### src/rtl/nasbus_buf_ctl.sv
// rtl/nasbus_buf_ctl.sv - NAS-BUS data transceiver direction/disable sequencer
//
// Decodes Z80 bus cycles aimed at the NAS-BUS, steers the octal transceiver
// between the CPU data bus (port A) and the NAS-BUS (port B), inserts a
// disabled turnaround on every direction reversal and stretches the CPU cycle
// with programmed wait states plus the NAS-BUS wait request.
//
// Parameters:
//   TURN         disabled cycles on a direction reversal (1..15)
//   WAIT_STATES  minimum wait cycles per external access (0..15)
//
// Ports:
//   clk          system clock, rising edge
//   rst_n        asynchronous active-low reset
//   mreq_n       Z80 MREQ, active low
//   iorq_n       Z80 IORQ, active low
//   rd_n         Z80 RD, active low
//   wr_n         Z80 WR, active low
//   m1_n         Z80 M1, active low
//   ext_sel_n    0 = current access targets the NAS-BUS
//   nas_wait_n   NAS-BUS wait request, active low
//   buf_dir      transceiver direction, 1 = A->B (write), 0 = B->A (read)
//   buf_cd       transceiver disable, 1 = all outputs off
//   cpu_wait_n   Z80 WAIT, active low
//   err          sticky flag: read and write strobed together

module nasbus_buf_ctl #(
  parameter int TURN        = 1,
  parameter int WAIT_STATES = 0
) (
  input  logic clk,
  input  logic rst_n,
  input  logic mreq_n,
  input  logic iorq_n,
  input  logic rd_n,
  input  logic wr_n,
  input  logic m1_n,
  input  logic ext_sel_n,
  input  logic nas_wait_n,
  output logic buf_dir,
  output logic buf_cd,
  output logic cpu_wait_n,
  output logic err
);

  typedef enum logic [1:0] {
    S_IDLE   = 2'd0,
    S_TURN   = 2'd1,
    S_ACTIVE = 2'd2
  } state_t;

  // tcnt counts down the remaining turnaround cycles, so a reversal spends
  // exactly TURN edges in S_TURN before the transceiver is enabled.
  localparam logic [3:0] TURN_LOAD = 4'(TURN - 1);
  localparam logic [3:0] WAIT_LOAD = 4'(WAIT_STATES);

  state_t     state;
  state_t     state_nx;
  logic [3:0] tcnt;
  logic [3:0] tcnt_nx;
  logic [3:0] wcnt;
  logic [3:0] wcnt_nx;
  logic       buf_dir_nx;
  logic       buf_cd_nx;
  logic       cpu_wait_n_nx;
  logic       err_nx;

  logic       bus_cyc;
  logic       rd_req;
  logic       wr_req;
  logic       both_req;
  logic       req;
  logic       need_dir;
  logic       dir_change;

  // Cycle decode. An interrupt acknowledge reads the vector from the bus,
  // so it counts as a read. Read and write together is not a real Z80
  // cycle; it is flagged and otherwise treated as no request at all.
  always_comb begin
    bus_cyc    = !mreq_n || !iorq_n;
    rd_req     = !ext_sel_n && ((bus_cyc && !rd_n) || (!m1_n && !iorq_n));
    wr_req     = !ext_sel_n && bus_cyc && !wr_n;
    both_req   = rd_req && wr_req;
    req        = (rd_req || wr_req) && !both_req;
    need_dir   = wr_req;
    dir_change = req && (need_dir != buf_dir);
  end

  // State register; every output is a flop so the transceiver pins and
  // the Z80 WAIT line are glitch free.
  always_ff @(posedge clk or negedge rst_n) begin
    if (!rst_n) begin
      state      <= S_IDLE;
      tcnt       <= 4'd0;
      wcnt       <= 4'd0;
      buf_dir    <= 1'b1;
      buf_cd     <= 1'b1;
      cpu_wait_n <= 1'b1;
      err        <= 1'b0;
    end else begin
      state      <= state_nx;
      tcnt       <= tcnt_nx;
      wcnt       <= wcnt_nx;
      buf_dir    <= buf_dir_nx;
      buf_cd     <= buf_cd_nx;
      cpu_wait_n <= cpu_wait_n_nx;
      err        <= err_nx;
    end
  end

  // Next-state logic.
  always_comb begin
    state_nx = state;
    case (state)
      S_IDLE: begin
        if (req) begin
          state_nx = dir_change ? S_TURN : S_ACTIVE;
        end
      end
      S_TURN: begin
        // A direction flip while still turning around simply restarts the
        // turnaround toward the new direction; the transceiver stays off.
        if (!req) begin
          state_nx = S_IDLE;
        end else if (dir_change) begin
          state_nx = S_TURN;
        end else if (tcnt == 4'd0) begin
          state_nx = S_ACTIVE;
        end
      end
      S_ACTIVE: begin
        if (!req) begin
          state_nx = S_IDLE;
        end else if (dir_change) begin
          state_nx = S_TURN;
        end
      end
      default: state_nx = S_IDLE;
    endcase
  end

  // Output and counter logic: values the flops take on the coming edge.
  always_comb begin
    buf_dir_nx    = buf_dir;
    tcnt_nx       = tcnt;
    wcnt_nx       = wcnt;
    err_nx        = err || both_req;
    buf_cd_nx     = 1'b1;
    cpu_wait_n_nx = 1'b1;

    // buf_dir only moves on an edge that starts (or restarts) a turnaround,
    // and buf_cd is 1 after every such edge, so the transceiver is never
    // enabled while its direction changes.
    if (state_nx == S_TURN && dir_change) begin
      buf_dir_nx = need_dir;
      tcnt_nx    = TURN_LOAD;
    end else if (state == S_TURN && state_nx == S_TURN && tcnt != 4'd0) begin
      tcnt_nx = tcnt - 4'd1;
    end

    // Wait-state counter is loaded on ACTIVE entry and runs down to zero.
    if (state_nx == S_ACTIVE && state != S_ACTIVE) begin
      wcnt_nx = WAIT_LOAD;
    end else if (state == S_ACTIVE && state_nx == S_ACTIVE && wcnt != 4'd0) begin
      wcnt_nx = wcnt - 4'd1;
    end

    case (state_nx)
      S_TURN: begin
        buf_cd_nx     = 1'b1;
        cpu_wait_n_nx = 1'b0;
      end
      S_ACTIVE: begin
        buf_cd_nx     = 1'b0;
        cpu_wait_n_nx = (wcnt_nx == 4'd0) && nas_wait_n;
      end
      default: begin
        buf_cd_nx     = 1'b1;
        cpu_wait_n_nx = 1'b1;
      end
    endcase
  end

endmodule

### config.mk
export PLATFORM = sky130hd
export DESIGN_NAME = nasbus_buf_ctl
export DESIGN_NICKNAME = d
export VERILOG_FILES = /design/src/rtl/nasbus_buf_ctl.sv
export SDC_FILE = /design/constraint.sdc
export NUM_CORES = 1
export LEC_CHECK = 0
export CORE_ASPECT_RATIO = 1.25
export CORE_MARGIN = 1.5
export CORE_UTILIZATION = 35
export DETAILED_ROUTE_END_ITERATION = 6
export DONT_BUFFER_PORTS = 1
export SLEW_MARGIN = 10
export SYNTH_ARGS = -nofsm -noshare
export SYNTH_HDL_FRONTEND = slang
export SYNTH_SLANG_ARGS = --single-unit
### constraint.sdc
create_clock -name clk -period 2.09 [get_ports clk]
set_clock_uncertainty 0.2 [all_clocks]
set_input_delay 0.1045 -clock clk [delete_from_list [all_inputs] [get_ports clk]]
set_output_delay 0.1045 -clock clk [all_outputs]
set_load 0.02 [all_outputs]
==> metrics.sh, run 1 <==
YOSYS.AREA.TOP_TYPE_SHARE=0.347
ASYNC_FLOP_SHARE=1.00
FINAL_CELLS=120
PRE_CTS_SLACK_NS=-0.0265
CLOCK_POWER_SHARE=0.174
CP-START-KIND='flop'
FIN_CRIT_SH=0.993
CTS_SINKS=14
FINAL_SETUP_VIOLATING_ENDPOINTS=0
START_UTIL=0.367
WORST_PATH_MAX_STAGE_DELAY_NS=0.39
WIRE_LENGTH_OF_THE_FIRST_GLOBAL_ROUTING_PASS_UM=2570
SYNTH-WARNING-COUNT=0
SETUP_REPAIR_AFTER_GLOBAL_ROUTING_MISSED_ITS_MARGIN='yes'
SEQ_POWER_SHARE=0.412
CTS_ROOT_BUFFER_TYPE='sky130_fd_sc_hd__clkbuf_4'
FLOORPLAN.DIE_AREA_UM2=2560
VIAS_IN_THE_FIRST_GLOBAL_ROUTE=612
SETUP_WS_NS=0.0146
GRT_MAX_DEGREE=15
CTS.HTREE.LEVELS=1
WORST-SLEW-PIN-TRANSITION_NS=0.605
CTS_TREE='built'
DETAILROUTE.VIA_COUNT=572
CLK-INSERTION-DELAY-LATE_NS=0.27
WORST_R2R_PATH_CELLS=7
POST-SYNTH-TOP-AREA-CELL='sky130_fd_sc_hd__dfrtp_1'
SYNTHESIS.AREA_UM2=793
HPWL_UM=1070
SYN_NETS=89
POWER-PER-CELL-AREA_nW_PER_UM2=1130
ANTENNA_CELL_COUNT=0
DRT_DRC_VIOLATIONS_LEFT=0
ANT_NETS=0
NUMBER_OF_DETAILED_ROUTING_ITERATIONS_RUN_BEFORE_ANTENNA_REPAIR=4
SYNTHMUXAREASHARE=0.0126
RUN_STATUS='finished, final reports clean'
AREA_INSIDE_THE_CORE_BOUNDARY_UM2=2160
YOSYS_MOST_USED_DFF='sky130_fd_sc_hd__dfrtp_1'
FINAL_LAYOUT_SIZE_SUFFIX_GT1_FRAC=0.292
POWER.LEAKAGE_nW=0.413
SYNTHESIS.AREA_PER_INSTANCE_UM2=10.3
CELL_INTERNAL_PWR_mW=0.689
PLACED_CELLS_INCL_TAPS=110
MAIN_COMBINATIONAL_CELL_FAMILY_BY_AREA_AFTER_SYNTHESIS='simple AND/OR/NAND/NOR gates'
INITIAL_ANTENNA_VIOLATION_COUNT=0
TNS_NS=0
PORTBUFFERS=0
POWER.COMBINATIONAL.FRACTION=0.414
NETSWITCHINGPOWER_mW=0.388
SYNTHCELLS=77
NUM_CTS_BUFFERS=3
HOLD_WS_NS=0.0753
GLOBALROUTEOVERFLOWTOTAL=0
WORST_HOLD_PATH_TYPE='input port to async pin'
ROWS=19
SYNTH_TOP_CELLS_BY_AREA='sky130_fd_sc_hd__dfrtp_1, sky130_fd_sc_hd__dfstp_2, sky130_fd_sc_hd__nor2_1, sky130_fd_sc_hd__ha_1, sky130_fd_sc_hd__nand2_1'
CLOCK_PIN_TRANSITION_ON_THE_WORST_SETUP_AND_HOLD_TIMING_PATHS_NS=0.08
WORST_EP_ARRIVAL_TIME_NS=2.06
SYNTH.FF_LATCH_COUNT=14
PATH_CLASS='flop to flop'
GR-USAGE-ALL-LAYERS=0.138
FIN_NETS=102
MAXCAPVIOLATIONS=0
SYNTH_COMPOUND_GATE_AREA_SHARE=0.155
FP.DIEW_UM=45.6
DRT_WL_TOTAL_UM=1400
FINALWEIGHTEDCONGESTION=0.725
IOS=13
SLOWEST_STAGE='sky130_fd_sc_hd__dfrtp_1'
PATH_MAX_FANOUT=3
VIAS_PER_CELL=4.77
COUNT_OF_UNIQUE_LIBRARY_CELLS_INSTANTIATED_BY_YOSYS=37
DETAIL_ROUTE.ITER0.VIOLATIONS=12
PERIOD_NEEDED_NS=2.08
AREA.GROWTH.SYNTH_TO_FINAL_PCT=19.7
SYNTH-SIMPLE-AREA-SHARE=0.251
SYNTH_XOR_AREA_FRAC=0.0536
AVGROUTEDWIREPERCELL_UM=11.7
FMAX_MHz=482
WORST_SLEW_MARGIN_REL=0.595
SLEW_VIOL_FINAL=0
MOSTFREQUENTLAYOUTCELLS='sky130_fd_sc_hd__nor2_1, sky130_fd_sc_hd__dfrtp_1, sky130_fd_sc_hd__nand2_1, sky130_fd_sc_hd__inv_1, sky130_fd_sc_hd__buf_4'
YOSYSSEQAREASHARE=0.446
POST_SYNTH_FA_HA_MAJ_AREA_FRACTION=0.0473
PEAKVDDDROP_mV=0.572
WORSTPATHCELLLIST='inv_1 > ha_1 > or3b_4 > o21ai_2 > nand3_2 > o2bb2ai_2 > o41ai_2'
DIE_H_UM=56.2
SWSHARE=0.360
CLK_PATH_BUF_DEPTH=2
END_KIND='flop'
HOLD_VIOLATIONS=0
CP_DATA_REQUIRED_TIME_NS=2.07
NUMBER_OF_FLOPS_MAPPED_TO_ENABLE_CELLS_BY_YOSYS=0
-- cell families after synthesis --
group,Yosys count
buffers and inverters,7
adders and majority gates,3
DFF,14
and+or+nand+nor,36
AOI/OAI and AO/OA,12
muxes,1
xor gates and xnor gates,4
-- power by group through the flow --
stage / registers (mW) / clock network (mW) / logic (mW)
after global routing: 0.456 / 0.210 / 0.504
after floorplan: 0.431 / 0 / 0.328
after global placement: 0.449 / 0 / 0.391
after CTS: 0.445 / 0.195 / 0.448
after detailed placement: 0.448 / 0 / 0.397
final: 0.444 / 0.187 / 0.446
-- flip-flops by register name, summed over array words and instances (netlist names) --
signal / flops
err: 1
tcnt: 4
buf_cd: 1
wcnt: 4
cpu_wait_n: 1
state: 2
buf_dir: 1
-- cells in the mapped netlist, drive strengths merged (2+ instances only) --
cell type   n
a21oi       5
a31oi       2
dfrtp      11
dfstp       3
ha          3
inv         6
nand2       7
nand2b      2
nand3       2
nor2       11
xnor2       4
-- critical path: cells and delay by family, from the launching register on --
| family | cells | cell delay, ns |
|---|---|---|
| AO/OA/AOI/OAI | 3 | 0.64 |
| AND/OR/NAND/NOR | 2 | 0.51 |
| flip-flops | 1 | 0.39 |
| adder cells (fa/ha/maj) | 1 | 0.16 |
| buffers and inverters | 1 | 0.08 |
-- what timing repair did --
item,in CTS,in global routing
setup endpoints to repair,1,1
setup buffers,2,0
endpoints found under the hold margin,17,0
pin swaps,1,1
hold buffers,4,0
resized for setup,2,0
-- final cells by class --
class | instances | area (µm²)
tap | 31 | 38.8
timing repair buffer | 9 | 77.6
clock buffer | 4 | 36.3
multi-input combinational | 56 | 420
fill | 219 | 1210
inverter | 6 | 22.5
sequential | 14 | 354
-- worst paths after layout --
check | startpoint | endpoint | slack (ns)
max in group asynchronous | rst_n | wcnt[3] | 1.23
min in group clk | ext_sel_n | err | 0.10
setup reg to reg | tcnt[0] | cpu_wait_n | 0.01
hold / removal | rst_n | err | 0.08
hold reg to reg | buf_dir | buf_dir | 0.34
setup / recovery | tcnt[0] | cpu_wait_n | 0.01
-- through the flow --
step | cell area, µm² | util | power, mW
finish | 950 | 0.439 | 1.08
global route | 950 | 0.439 | 1.17
CTS | 950 | 0.439 | 1.09
detailed placement | 850 | 0.393 | 0.846
global placement | 850 | 0.393 | 0.840
floorplan | 793 | - | 0.759
-- routing by layer --
metal	part of all wire	wire length, µm	vias up	track usage
met5	0	0	-	0
met4	0.0071	10	0	0.0630
met3	0.025	35	2	0.0357
met2	0.53	736	4	0.209
met1	0.44	618	274	0.177
li1	-	-	292	-
No activity file was read; power rests on OpenSTA's default activity.
==> run 2, diff against run 1 <==
==> constraint.sdc (replaced) <==
create_clock -name clk -period 2.09 [get_ports clk]
set_clock_uncertainty 0.2 [all_clocks]
set_input_delay 0.209 -clock clk [delete_from_list [all_inputs] [get_ports clk]]
set_output_delay 0.209 -clock clk [all_outputs]
set_load 0.02 [all_outputs]
==> run 2 against run 1 <==
Against the previous run: the run now ends with negative setup slack left; wire length rose by 15%; cell count did not move; sequential cell count stayed put; clock power down 13%; non-clock buffer count unchanged; first-iteration DRC count is the same; sequential share of layout area decreased by 0.68 points; sequential power grew 0.9%; final area up 1.8%; worst hold slack improved by 0.019 ns; maximum frequency decreased by 0.75%.
==> metrics.sh, run 2 (synthesis results as in run 1) <==
DIE_H_UM=56.2
PERIOD_NEEDED_NS=2.09
WORST_R2R_PATH_CELLS=7
PRE_CTS_SLACK_NS=-0.0510
PEAKVDDDROP_mV=0.604
HPWL_UM=1180
RUN_STATUS='finished with violations'
AREA_INSIDE_THE_CORE_BOUNDARY_UM2=2160
CLOCK_PIN_TRANSITION_ON_THE_WORST_SETUP_AND_HOLD_TIMING_PATHS_NS=0.09
FINAL_SETUP_VIOLATING_ENDPOINTS=1
AREA.GROWTH.SYNTH_TO_FINAL_PCT=21.9
WIRE_LENGTH_OF_THE_FIRST_GLOBAL_ROUTING_PASS_UM=2860
ANTENNA_CELL_COUNT=0
FINAL_LAYOUT_SIZE_SUFFIX_GT1_FRAC=0.315
FMAX_MHz=478
FIN_NETS=102
WORST_PATH_MAX_STAGE_DELAY_NS=0.40
VIAS_PER_CELL=4.91
SETUP_REPAIR_AFTER_GLOBAL_ROUTING_MISSED_ITS_MARGIN='yes'
SLEW_VIOL_FINAL=0
START_UTIL=0.367
WORSTPATHCELLLIST='inv_2 > ha_2 > or3b_4 > o21ai_4 > nand3_4 > o2bb2ai_4 > o41ai_2'
WHS_PATH_DEPTH=3
CP_DATA_REQUIRED_TIME_NS=2.08
HOLD_VIOLATIONS=0
MAXCAPVIOLATIONS=0
INITIAL_ANTENNA_VIOLATION_COUNT=0
CP-START-KIND='flop'
AVGROUTEDWIREPERCELL_UM=13.4
NUM_CTS_BUFFERS=3
FIN_CRIT_SH=1.00
WORST_HOLD_PATH_TYPE='input port to flop'
MOSTFREQUENTLAYOUTCELLS='sky130_fd_sc_hd__nor2_1, sky130_fd_sc_hd__dfrtp_1, sky130_fd_sc_hd__nand2_1, sky130_fd_sc_hd__buf_4'
GR-USAGE-ALL-LAYERS=0.154
GRT-BUSIEST-LAYER='met2'
PLACED_CELLS_INCL_TAPS=111
CTS_ROOT_BUFFER_TYPE='sky130_fd_sc_hd__clkbuf_4'
TNS_NS=-0.00103
DPL_CELL_AREA_UM2=857
POWER-PER-CELL-AREA_nW_PER_UM2=1150
DRT_DRC_VIOLATIONS_LEFT=0
SETUP_WS_NS=-0.00103
DRT_WL_TOTAL_UM=1610
CTS_SINKS=14
GRT_MAX_DEGREE=15
GRT.MET1_USAGE=0.179
VIAS_IN_THE_FIRST_GLOBAL_ROUTE=675
GLOBAL_ROUTE.USAGE.MET2=0.254
GLOBALROUTEOVERFLOWTOTAL=0
FINALWEIGHTEDCONGESTION=0.720
NUMBER_OF_DETAILED_ROUTING_ITERATIONS_RUN_BEFORE_ANTENNA_REPAIR=3
POST-LAYOUT-TOTAL-POWER_mW=1.11
DETAILROUTE.VIA_COUNT=589
FINAL_CELLS=120
CLK-INSERTION-DELAY-LATE_NS=0.28
PATH_CLASS='flop to flop'
DETAIL_ROUTE.ITER0.VIOLATIONS=12
LAYOUT_TOP_REGISTERS='tcnt x4, wcnt x4, state x2'
WORST-SLEW-PIN-TRANSITION_NS=0.653
IOS=13
WORST_SLEW_MARGIN_REL=0.563
POWER.LEAKAGE_nW=0.412
PATH_MAX_FANOUT=3
CTS_TREE='built'
CTS.HTREE.LEVELS=1
CLK_PATH_BUF_DEPTH=2
ANT_NETS=0
GR_LAYER_USAGE_MET3=0.0325
SLOWEST_STAGE='sky130_fd_sc_hd__dfrtp_1'
FLOORPLAN.DIE_AREA_UM2=2560
WORST_EP_ARRIVAL_TIME_NS=2.08
ROWS=19
FAILING_CHECKS='negative setup slack'
END_KIND='flop'
PORTBUFFERS=0
FP.DIEW_UM=45.6
STDCELL_AREA_UM2=967
[run 2: report_power, final]
part	total [mW]	internal [mW]	leakage (nW)	switching, mW
combinational	0.499	0.247	0.221	0.252
clock	0.162	0.0742	0.0150	0.0878
sequential	0.448	0.360	0.177	0.0887
total	1.11	0.681	0.412	0.429
[run 2: worst paths after layout]
check | startpoint | slack [ns] | endpoint
max in group asynchronous | rst_n | 1.08 | wcnt[1]
min in group asynchronous | rst_n | 0.19 | tcnt[0]
min | ext_sel_n | 0.09 | err
max | tcnt[0] | -0.001 | cpu_wait_n
min reg2reg | buf_dir | 0.35 | buf_dir
max reg2reg | tcnt[0] | -0.001 | cpu_wait_n
[run 2: final cells by class]
cell class                 instances  area [µm²]
sequential                        14         354
fill                             213        1200
multi-input combinational         56         450
inverter                           6        22.5
clock buffer                       4        26.3
tap                               31        38.8
timing repair buffer               9        75.1
[run 2: per-stage QoR]
step | util | hold WS, ns
after CTS | 0.430 | 0.0942
after floorplan | - | -0.287
after global placement | 0.396 | -0.286
final | 0.447 | 0.0945
after global routing | 0.447 | 0.153
after detailed placement | 0.396 | -0.286
[run 2: repair_timing]
item,in CTS,in global routing
setup buffers,1,1
hold endpoints to repair,16,0
hold buffers,3,0
resized for setup,2,5
endpoints found under the setup margin,1,1
pin swaps,0,1
[run 2: metal layers]
| layer | up-vias | wire, µm |
|---|---|---|
| li1 | 290 | - |
| met1 | 287 | 654 |
| met2 | 7 | 878 |
| met3 | 5 | 35 |
| met4 | 0 | 36 |
| met5 | - | 0 |
[run 2: critical path: cells and delay by family (launching register included)]
family | cells | cell delay, ns
AO/OA/AOI/OAI | 3 | 0.64
adder cells (fa/ha/maj) | 1 | 0.17
buffers and inverters | 1 | 0.07
flip-flops | 1 | 0.40
AND/OR/NAND/NOR | 2 | 0.51
==> run 3, diff against run 2 <==
==> constraint.sdc (replaced) <==
create_clock -name clk -period 2.09 [get_ports clk]
set_clock_uncertainty 0.2 [all_clocks]
set_input_delay 0.209 -clock clk [delete_from_list [all_inputs] [get_ports clk]]
set_output_delay 0.209 -clock clk [all_outputs]
set_load 0.05 [all_outputs]
==> run 3 against run 2 <==
Against the previous run: the flow now finishes without violations; register-to-register slack improved by 0.03 ns; clock-buffer cell count stayed put; sequential cell count unchanged; cell count increased by 3.3%; sequential power up 5.6%; critical path type unchanged.
==> metrics.sh, run 3 (synthesis results as in run 1) <==
AREA_INSIDE_THE_CORE_BOUNDARY_UM2=2160
ANTENNA_CELL_COUNT=0
HOLD_VIOLATIONS=0
WIRE_LENGTH_OF_THE_FIRST_GLOBAL_ROUTING_PASS_UM=2560
PATH_MAX_FANOUT=3
FIN_NETS=106
END_KIND='flop'
PEAKVDDDROP_mV=0.700
IOS=13
MAXCAPVIOLATIONS=0
FINAL_SETUP_VIOLATING_ENDPOINTS=0
WORST_PATH_MAX_STAGE_DELAY_NS=0.40
CP-START-KIND='flop'
GRT_MAX_DEGREE=15
REGAREA_UM2=354
PERIOD_NEEDED_NS=2.06
AVGROUTEDWIREPERCELL_UM=12.6
WORST_SLEW_MARGIN_REL=0.578
FIN_CRIT_SH=0.986
ROWS=19
CLK-INSERTION-DELAY-LATE_NS=0.28
SLOWEST_STAGE='sky130_fd_sc_hd__or3b_4'
CLK_PATH_BUF_DEPTH=2
HPWL_UM=1090
INITIAL_ANTENNA_VIOLATION_COUNT=0
CRITICAL_PATH.REG2REG.ENDPOINT='cpu_wait_n'
GLOBALROUTEOVERFLOWTOTAL=0
CTS.HTREE.LEVELS=1
SETUP_REPAIR_AFTER_GLOBAL_ROUTING_MISSED_ITS_MARGIN='yes'
HOLD_WS_NS=0.0888
DETAIL_ROUTE.ITER0.VIOLATIONS=11
CP_DATA_REQUIRED_TIME_NS=2.08
TIMING.CRITICAL_PATH.DEPTH=7
CRIT_PATH_END='cpu_wait_n'
VIAS_IN_THE_FIRST_GLOBAL_ROUTE=593
PORTBUFFERS=0
AREA.GROWTH.SYNTH_TO_FINAL_PCT=30.9
POWER-PER-CELL-AREA_nW_PER_UM2=1190
WORST_PATH_DOMINANT_CELL_FAMILY='simple AND/OR/NAND/NOR gates'
ANT_NETS=0
START_UTIL=0.367
DRT_DRC_VIOLATIONS_LEFT=0
CTS_SINKS=14
LAYOUT_TOP_REGISTERS='tcnt x4, wcnt x4, state x2'
FINAL_CELLS=124
DIE_H_UM=56.2
NUM_CTS_BUFFERS=3
FINALWEIGHTEDCONGESTION=0.781
R2R_SETUP_SLACK_NS=0.03
STARTPOINT='tcnt[0]'
WORST_R2R_PATH_CELLS=7
FMAX_MHz=485
FLOORPLAN.DIE_AREA_UM2=2560
RR_STARTPOINT='tcnt[0]'
PLACED_CELLS_INCL_TAPS=112
RUN_STATUS='finished, final reports clean'
WORST-SLEW-PIN-TRANSITION_NS=0.631
CLOCK_PIN_TRANSITION_ON_THE_WORST_SETUP_AND_HOLD_TIMING_PATHS_NS=0.09
MULTI_INPUT_COMB_AREA_UM2=482
POST-LAYOUT-TOTAL-POWER_mW=1.24
CTS_ROOT_BUFFER_TYPE='sky130_fd_sc_hd__clkbuf_4'
PATH_BUF_INV=1
NUMBER_OF_DETAILED_ROUTING_ITERATIONS_RUN_BEFORE_ANTENNA_REPAIR=4
FP.DIEW_UM=45.6
POWER.LEAKAGE_nW=0.448
MOSTFREQUENTLAYOUTCELLS='sky130_fd_sc_hd__nor2_1, sky130_fd_sc_hd__dfrtp_1, sky130_fd_sc_hd__buf_4, sky130_fd_sc_hd__nand2_1'
WORST_EP_ARRIVAL_TIME_NS=2.05
GR-USAGE-ALL-LAYERS=0.140
SLEW_VIOL_FINAL=0
SETUP_WS_NS=0.0289
FILLERINSTANCES=191
DETAILROUTE.VIA_COUNT=589
PRE_CTS_SLACK_NS=0.00315
WORSTPATHCELLLIST='inv_2 > ha_4 > or3b_4 > o21ai_4 > and4_4 > a21oi_2 > o41ai_2'
FINAL_LAYOUT_SIZE_SUFFIX_GT1_FRAC=0.387
DRT_WL_TOTAL_UM=1560
CTS_TREE='built'
PATH_CLASS='flop to flop'
WORST_HOLD_PATH_TYPE='input port to flop'
VIAS_PER_CELL=4.75
[run 3: cell types whose count changed in the layout (fill, tap and decap cells not counted), sizes merged]
| cell | before | now |
|---|---|---|
| buf | 6 | 10 |
[run 3: stage by stage]
stage                     setup TNS, ns  utilization  cell area (µm²)
after floorplan                       0            -              793
after global placement                0        0.400              865
after detailed placement              0        0.400              865
after CTS                             0        0.441              955
after global routing            -0.0260        0.480             1040
final                                 0        0.480             1040
[run 3: power breakdown]
part | leakage [nW] | switching, mW | internal, mW
sequential | 0.177 | 0.113 | 0.360
combinational | 0.250 | 0.278 | 0.290
clock | 0.0210 | 0.0881 | 0.106
total | 0.448 | 0.480 | 0.756
[run 3: worst min path at each step]
stage                     slack (ns)       from  end  cells after the start
after floorplan                -0.29      rst_n  err                      0
after global placement         -0.29      rst_n  err                      0
after CTS                       0.08  ext_sel_n  err                      3
final                           0.09  ext_sel_n  err                      3
after global routing            0.11  ext_sel_n  err                      3
after detailed placement       -0.29      rst_n  err                      0
[run 3: layer usage]
metal / track usage / vias to the layer above / share of wire
li1: - / 298 / -
met1: 0.182 / 281 / 0.45
met2: 0.211 / 8 / 0.52
met3: 0.0292 / 2 / 0.026
met4: 0.0756 / 0 / 0.0070
met5: 0 / - / 0
[run 3: repair_timing]
action / 4_1_cts / 5_1_grt
pin swaps: 0 / 4
endpoints found under the setup margin: 1 / 1
setup buffers: 2 / 3
resized for setup: 2 / 11
hold endpoints to repair: 16 / 0
hold buffers: 3 / 0
[run 3: layout make-up]
| type | count | area share |
|---|---|---|
| multi-input cells | 56 | 0.464 |
| flip-flops and latches | 14 | 0.341 |
| repair buffers | 13 | 0.101 |
| well taps | 31 | 0.0373 |
| clock buffers | 4 | 0.0349 |
| inverters | 6 | 0.0217 |
[run 3: tightest hold or removal path: stages]
cell                     delay [ns]
sky130_fd_sc_hd__nor2_1        0.09
sky130_fd_sc_hd__ha_1          0.14
sky130_fd_sc_hd__or2_2         0.10
